<file path="src/rtl/dma_bram_port_if.sv">
// DMA-side memory interface of dma_bram_port: single-word read requests with
// in-order fixed-latency return, plus unconditional single-word writes.
interface dma_bram_port_if #(
    parameter int ADDR_WIDTH = 13,
    parameter int DATA_WIDTH = 32
);
    logic                  mem_r_ready;
    logic [ADDR_WIDTH-1:0] mem_r_addr;
    logic                  mem_r_ack;
    logic                  mem_r_valid;
    logic [DATA_WIDTH-1:0] mem_r_data;
    logic                  mem_w_valid;
    logic [ADDR_WIDTH-1:0] mem_w_addr;
    logic [DATA_WIDTH-1:0] mem_w_data;

    // DMA controller side
    modport master (
        output mem_r_ready, mem_r_addr, mem_w_valid, mem_w_addr, mem_w_data,
        input  mem_r_ack, mem_r_valid, mem_r_data
    );

    // Memory port side
    modport slave (
        input  mem_r_ready, mem_r_addr, mem_w_valid, mem_w_addr, mem_w_data,
        output mem_r_ack, mem_r_valid, mem_r_data
    );
endinterface

</file>
<file path="src/rtl/dma_bram_port.sv">
// Memory-side port between the DMA controller and a single-port user BRAM.
// Writes win arbitration over reads; reads return in order after BRAM_LAT+2
// cycles, with at most MAX_OUTST reads in flight.
module dma_bram_port #(
    parameter int ADDR_WIDTH = 13,
    parameter int DATA_WIDTH = 32,
    parameter int BRAM_LAT   = 2,
    parameter int MAX_OUTST  = 4
) (
    input  logic                               wb_clk_i,
    input  logic                               wb_rst_i,
    dma_bram_port_if.slave                     dma,
    output logic                               bram_en,
    output logic [3:0]                         bram_we,
    output logic [ADDR_WIDTH-1:0]              bram_addr,
    output logic [DATA_WIDTH-1:0]              bram_wdata,
    input  logic [DATA_WIDTH-1:0]              bram_rdata,
    output logic [$clog2(MAX_OUTST+1)-1:0]     rd_inflight,
    output logic                               busy
);

    localparam int CNT_W = $clog2(MAX_OUTST+1);
    localparam logic [CNT_W-1:0] MAX_CNT = CNT_W'(MAX_OUTST);

    logic                  rd_ack;
    logic [BRAM_LAT:0]     rd_tag_p;
    logic                  rd_vld_p;
    logic [DATA_WIDTH-1:0] rd_data_p;

    // Outstanding-read count: ack and return in the same cycle cancel out.
    function automatic logic [CNT_W-1:0] next_inflight(
        input logic [CNT_W-1:0] cur,
        input logic             inc,
        input logic             dec
    );
        case ({inc, dec})
            2'b10:   return cur + 1'b1;
            2'b01:   return cur - 1'b1;
            default: return cur;
        endcase
    endfunction

    // Arbitration: a write always wins; a read is accepted only with credit left.
    always_comb begin
        rd_ack = 1'b0;
        if (!wb_rst_i && !dma.mem_w_valid && dma.mem_r_ready && (rd_inflight < MAX_CNT))
            rd_ack = 1'b1;
    end

    assign dma.mem_r_ack   = rd_ack;
    assign dma.mem_r_valid = rd_vld_p;
    assign dma.mem_r_data  = rd_data_p;
    assign busy            = (rd_inflight != '0) || bram_en;

    // Issue stage: register the selected access onto the BRAM port.
    always_ff @(posedge wb_clk_i) begin
        if (wb_rst_i) begin
            bram_en    <= 1'b0;
            bram_we    <= 4'h0;
            bram_addr  <= '0;
            bram_wdata <= '0;
        end else if (dma.mem_w_valid) begin
            bram_en    <= 1'b1;
            bram_we    <= 4'hF;
            bram_addr  <= dma.mem_w_addr;
            bram_wdata <= dma.mem_w_data;
        end else if (rd_ack) begin
            bram_en    <= 1'b1;
            bram_we    <= 4'h0;
            bram_addr  <= dma.mem_r_addr;
        end else begin
            bram_en    <= 1'b0;
            bram_we    <= 4'h0;
        end
    end

    // Return stage: a tag follows each read through the BRAM latency, then the data is captured.
    always_ff @(posedge wb_clk_i) begin
        if (wb_rst_i) begin
            rd_tag_p  <= '0;
            rd_vld_p  <= 1'b0;
            rd_data_p <= '0;
        end else begin
            rd_tag_p <= {rd_tag_p[BRAM_LAT-1:0], rd_ack};
            rd_vld_p <= rd_tag_p[BRAM_LAT];
            if (rd_tag_p[BRAM_LAT])
                rd_data_p <= bram_rdata;
        end
    end

    // Credit counter for reads accepted and not yet returned.
    always_ff @(posedge wb_clk_i) begin
        if (wb_rst_i)
            rd_inflight <= '0;
        else
            rd_inflight <= next_inflight(rd_inflight, rd_ack, rd_vld_p);
    end

endmodule

</file>
<file path="src/flat_wrapper.sv">
// flat-port wrapper written by rule: the top's interface ports become plain ports
module dma_bram_port_flat 
#(
    parameter int ADDR_WIDTH = 13,
    parameter int DATA_WIDTH = 32,
    parameter int BRAM_LAT   = 2,
    parameter int MAX_OUTST  = 4
)
  (wb_clk_i, wb_rst_i, bram_en, bram_we, bram_addr, bram_wdata, bram_rdata, rd_inflight, busy, dma_mem_r_ready, dma_mem_r_addr, dma_mem_w_valid, dma_mem_w_addr, dma_mem_w_data, dma_mem_r_ack, dma_mem_r_valid, dma_mem_r_data);
  dma_bram_port_if #(.ADDR_WIDTH(ADDR_WIDTH), .DATA_WIDTH(DATA_WIDTH)) dma_i ();
  input  logic wb_clk_i;
  input  logic wb_rst_i;
  output logic bram_en;
  output logic [3:0] bram_we;
  output logic [ADDR_WIDTH-1:0] bram_addr;
  output logic [DATA_WIDTH-1:0] bram_wdata;
  input  logic [DATA_WIDTH-1:0] bram_rdata;
  output logic [$clog2(MAX_OUTST+1)-1:0] rd_inflight;
  output logic busy;
  input wire logic [$bits(dma_i.mem_r_ready)-1:0] dma_mem_r_ready;
  input wire logic [$bits(dma_i.mem_r_addr)-1:0] dma_mem_r_addr;
  input wire logic [$bits(dma_i.mem_w_valid)-1:0] dma_mem_w_valid;
  input wire logic [$bits(dma_i.mem_w_addr)-1:0] dma_mem_w_addr;
  input wire logic [$bits(dma_i.mem_w_data)-1:0] dma_mem_w_data;
  output wire logic [$bits(dma_i.mem_r_ack)-1:0] dma_mem_r_ack;
  output wire logic [$bits(dma_i.mem_r_valid)-1:0] dma_mem_r_valid;
  output wire logic [$bits(dma_i.mem_r_data)-1:0] dma_mem_r_data;
  assign dma_i.mem_r_ready = dma_mem_r_ready;
  assign dma_i.mem_r_addr = dma_mem_r_addr;
  assign dma_i.mem_w_valid = dma_mem_w_valid;
  assign dma_i.mem_w_addr = dma_mem_w_addr;
  assign dma_i.mem_w_data = dma_mem_w_data;
  assign dma_mem_r_ack = dma_i.mem_r_ack;
  assign dma_mem_r_valid = dma_i.mem_r_valid;
  assign dma_mem_r_data = dma_i.mem_r_data;
  dma_bram_port #(.ADDR_WIDTH(ADDR_WIDTH), .DATA_WIDTH(DATA_WIDTH), .BRAM_LAT(BRAM_LAT), .MAX_OUTST(MAX_OUTST)) u_core (.wb_clk_i(wb_clk_i), .wb_rst_i(wb_rst_i), .dma(dma_i), .bram_en(bram_en), .bram_we(bram_we), .bram_addr(bram_addr), .bram_wdata(bram_wdata), .bram_rdata(bram_rdata), .rd_inflight(rd_inflight), .busy(busy));
endmodule
</file>
<file path="config.mk">
export PLATFORM = sky130hd
export DESIGN_NAME = dma_bram_port_flat
export DESIGN_NICKNAME = d
export VERILOG_FILES = /design/src/rtl/dma_bram_port_if.sv /design/src/rtl/dma_bram_port.sv /design/src/flat_wrapper.sv
export SDC_FILE = /design/constraint.sdc
export NUM_CORES = 1
export LEC_CHECK = 0
export CAP_MARGIN = 30
export CORE_UTILIZATION = 30
export CTS_BUF_LIST = sky130_fd_sc_hd__clkbuf_4 sky130_fd_sc_hd__clkbuf_8 sky130_fd_sc_hd__clkbuf_16
export DETAILED_ROUTE_END_ITERATION = 10
export PLACE_DENSITY = 0.65
export SETUP_SLACK_MARGIN = 0.05
export SKIP_CTS_REPAIR_TIMING = 1
export SLEW_MARGIN = 20
export SYNTH_ARGS = -nofsm -noshare
export SYNTH_HDL_FRONTEND = slang
export SYNTH_SLANG_ARGS = --single-unit
</file>
<file path="constraint.sdc">
create_clock -name wb_clk_i -period 3.1 [get_ports wb_clk_i]
set_input_delay 0.31 -clock wb_clk_i [delete_from_list [all_inputs] [get_ports wb_clk_i]]
set_output_delay 0.31 -clock wb_clk_i [all_outputs]
set_load 0.005 [all_outputs]
</file>
# Word level (Yosys, flattened, before mapping)
# Index checks and enable logic that the tools add are counted.
# W data, S select, Z words.
# totals
reg_bits	89
out_inout_bits	88
# op_classes
n_addsub	2
order_cmp	1
eq_ne	2
mux	7
reduce_logical	9
# ops
operator	n
$mux W13	2
$pmux W3 S2	1
$mux W4	1
$reduce_bool A2 Y1	2
$add A3 B1 Y3 const B	1
$logic_and A1 B1 Y1	3
$lt A3 B3 Y1 const B	1
$mux W1	3
$reduce_bool A3 Y1	1
$sub A3 B1 Y3 const B	1
$eq A2 B1 Y1 const B	1
$eq A2 B2 Y1 const B	1
$logic_not A1 Y1	2
$logic_or A1 B1 Y1	1

# Logic depth before layout (Yosys ltp)
# logic_depth
ltp_word	7
depth_mapped	9
ltp_nobuf	8

# Least setup slack after synthesis
# Ideal clock, no wire load.
# synth_timing
kind	input to register
from	input port dma_mem_w_valid
to	register u_core.rd_inflight[2]
setup_time_ns	0.072
arrival_time_ns	1.941
required_ns	3.028
setup_slack_ns	1.087
cell_stages	9
cell_sequence	buf_2 buf_2 nand2b_1 ha_1 inv_1 fa_1 xor2_1 or3_1 a21oi_1
# synth_between
elab_chain_cells	7
# synth_rtl
element	line_no	rtl
start: declaration	flat_wrapper.sv:22	input wire logic [$bits(dma_i.mem_w_valid)-1:0] dma_mem_w_valid;
$logic_not A1 Y1 *	dma_bram_port.sv:46	if (!wb_rst_i && !dma.mem_w_valid && dma.mem_r_ready && (rd_inflight < MAX_CNT))
$logic_and A1 B1 Y1 * (3 in a row)	dma_bram_port.sv:46	
$mux W1 *	dma_bram_port.sv:46	
$eq A2 B1 Y1 or $eq A2 B2 Y1 (tied branches)	dma_bram_port.sv:36	case ({inc, dec})
$pmux W3 S2 or $reduce_bool A2 Y1 (tied branches)	n/a	
end signal: assignment	dma_bram_port.sv:96	rd_inflight <= next_inflight(rd_inflight, rd_ack, rd_vld_p);
end: declaration	dma_bram_port.sv:18	output logic [$clog2(MAX_OUTST+1)-1:0] rd_inflight,
# Mark *: on every way between the ends. The rest lies on a longest branch, timed or not.
# A chain may end at the register's enable or synchronous reset.

# Worst setup path in the final report
# layout_timing
from	register u_core.rd_inflight[2]
to	output port busy
# layout_between
elab_chain_cells	2
# layout_rtl
element	line_no	rtl
$reduce_bool A3 Y1	dma_bram_port.sv:53	assign busy = (rd_inflight != '0) || bram_en;
$logic_or A1 B1 Y1	dma_bram_port.sv:53	
end: declaration	flat_wrapper.sv:19	output logic busy;
# Every way passes these cells.

==> impl_results.md <==
- Status: completed
- Initial antenna violation count: 0
- Post-synth EDFFs: 0
- Most frequent cell after synthesis: dfxtp_1
- # diodes: 0
- Pre-antenna DRT Iters: 4
- Critical-path cell list: or4_1 -> clkdlybuf4s50_1
- Largest family of logic cells by synthesized area: multiplexers
- Core Box Area: 0.0104 sq mm
- # IOs: 182
- FP Rows: 37
- HP Class: input port to flop
- Fin. Hold Viols: 0
- Reg-to-Reg Start: u_core.rd_inflight[2]
- Post-synthesis mux area share: 0.236
- WP depth: 2
- Synth area leaders: dfxtp_1 53%, mux2i_1 24%, nor2_1 7.7%, a211oi_2 3.8%, buf_2 2.0%
- Design area: 0.00538 sq mm
- Asr flop ratio synth: 0
- Initial Util: 0.313
- Slew Limit Fails: 0
- Vias per cell: 4.43
- Tightest Pin Transition: 952 ps
- Hold slack: 318 ps
- ANT nets after route: 0
- R2R Setup Slk: 1170 ps
- Synth Register Bits: 86
- Hpwl dp: 5.79 mm
- Crit path max-delay family: simple AND/OR/NAND/NOR gates
- Critical Path End: busy
- Post-place instance area: 0.00512 sq mm
- Hold_sp: dma_mem_w_valid
- Critical path's slowest cell: or4_1
- PortBufs: 181
- Setup WS post-layout: 1050 ps
- Die area: 0.0113 sq mm
- CTS tree: yes
- Final worst path period share: 0.660
- Clock tree sinks: 86
- Lkg Pwr: 0.00206 uW
- Minimum clock period: 2050 ps
- Cells after Synth: 305
- Nets: 571
- Post-place setup slack: 783 ps
- Clock Path Buffers: 2
- Crit path max fanout: 5
- Worst-Skew Late Latency: 340 ps
- Share of cells above drive strength 1: 0.0710
- Register-to-Register Path Depth: 8
- Critical path origin: u_core.rd_inflight[2]
- Global-route wire length before repair: 13.3 mm
- Synth Cell Area: 0.00326 sq mm
- Final Skew: 8.01 ps
- Seq/Total Area, Yosys: 0.527
- Total power: 2480 uW
- Yosys cell types: 23
- GPL Wtd Cong: 0.692
- Die X: 106 um
- Reg area: 0.00172 sq mm
- DRT iter0 DRCs: 78
- Cell Pwr Density: 461 mW/mm^2
- # setup viols final: 0
- Syn avg cell area: 10.7 sq um
- Final TNS setup: 0 ps
- Clock transition at the registers of the reported paths: 80 ps
- Startpoint Class: flop
- Root Driver: clkbuf_8
- Grt ovf: 0
- Synth Area in XOR/XNOR: 0.00537
- Vias: 2724
- Share of the synthesized area in the top cell type: 0.527
- Simple-gate portion of the synthesized area: 0.120
- Die H: 106 um
- VDD IR max: 0.272 mV
- Area occupied by multi-input gates: 0.00138 sq mm
- Largest net degree at the start of global routing: 86
- Hold Crit Depth: 3
- Drt wl/cell: 13.6 um
- Commonest cells in the netlist: 86 x dfxtp_1, 77 x mux2i_1, 67 x nor2_1
- Setup crit end kind: output pin
- Layout Area Growth over Synthesis: 64.9%
- CP arrival: 1740 ps
- Total track usage: 0.148
- # fillers: 942
- Main synth FF type: dfxtp_1
- Slew Limit Headroom: 0.365
- Critical Path RT: 2790 ps
- Reg2reg end: u_core.rd_inflight[2]
- DRC viols: 0
- Compound-gate portion of the synthesized area: 0.0498
- Maximum clock frequency: 488 MHz
- CTS H-tree depth: 3
- Crit path kind: flop to output pin
- Yosys warnings: 0
- Routed wire length: 8.36 mm
- Vias in the first global route: 2721
- RSZ-0062 raised after global routing: false
- WP buf/inv: 1
- CTS Buf Count: 9
- Synth area leader: dfxtp_1
- Synth Area in Adders: 0.00997
- Syn_nets: 401
- Total of max-cap violations: 0
- Worst path max stage delay: 550 ps
## worst min path at each step
| stage | endpoint | slack (ps) |
|---|---|---|
| after floorplan | u_core.rd_tag_p[1] | 410 |
| after global placement | u_core.rd_tag_p[2] | 430 |
| after detailed placement | u_core.rd_tag_p[1] | 430 |
| after CTS | u_core.rd_tag_p[0] | 300 |
| after global routing | u_core.rd_tag_p[0] | 330 |
| final | u_core.rd_tag_p[0] | 320 |
## area by class of cell
type | instances | area share
Multi-Input combinational cell | 187 | 0.256
Inverter | 5 | 0.00349
Clock buffer | 9 | 0.0230
Tap cell | 136 | 0.0316
Timing Repair Buffer | 186 | 0.345
Clock inverter | 6 | 0.0207
Sequential cell | 86 | 0.320
## worst min-delay path, cell delays in order
cell and delay (ps):
buf_2 110, nand2b_1 150, inv_1 50
## cell families after synthesis
logic type / count (synthesis)
AND/OR/NAND/NOR: 90
flip-flops: 86
multiplexers: 77
buffers and inverters: 32
AO/OA/AOI/OAI: 16
XOR/XNOR: 2
adder cells (fa/ha/maj): 2
## registers in the layout (all words and copies together), names as in the netlist
| name | cells |
|---|---|
| u_core.bram_addr | 13 |
| u_core.bram_en | 1 |
| u_core.bram_we | 1 |
| u_core.rd_inflight | 3 |
| u_core.dma.mem_r_valid | 1 |
| u_core.bram_wdata | 32 |
| u_core.dma.mem_r_data | 32 |
| u_core.rd_tag_p | 3 |
## stage by stage
step,utilization,std cells
floorplan,-,305
global placement,0.492,599
detailed placement,0.492,599
CTS,0.514,614
global route,0.517,615
finish,0.517,615
## layout by cell type, fill, tap and decap left out, types with 2 or more instances in the layout
cell,n
clkdlybuf4s50_1,179
dfxtp_1,85
mux2i_1,77
nor2_1,67
nor3_1,13
a211oi_2,10
clkbuf_8,9
inv_1,5
nor2b_1,5
buf_4,4
a211oi_1,3
bufinv_16,3
a21oi_1,2
xor2_1,2
buf_2,2
## metal layers
metal | track usage | routed length [um] | share of wire | vias to the layer above
li1 | - | - | - | 1354
met1 | 0.178 | 3590 | 0.43 | 1248
met2 | 0.243 | 3930 | 0.47 | 107
met3 | 0.0509 | 695 | 0.083 | 15
met4 | 0.0516 | 142 | 0.017 | 0
met5 | 0 | 0 | 0 | -
## power breakdown
group	switching [uW]	internal, uW	leakage (uW)
Combinational	126	245	0.00124
Clock	402	531	0.000115
Sequential	26.2	1150	0.000705
Note: power is estimated with default switching activity, not from simulation.
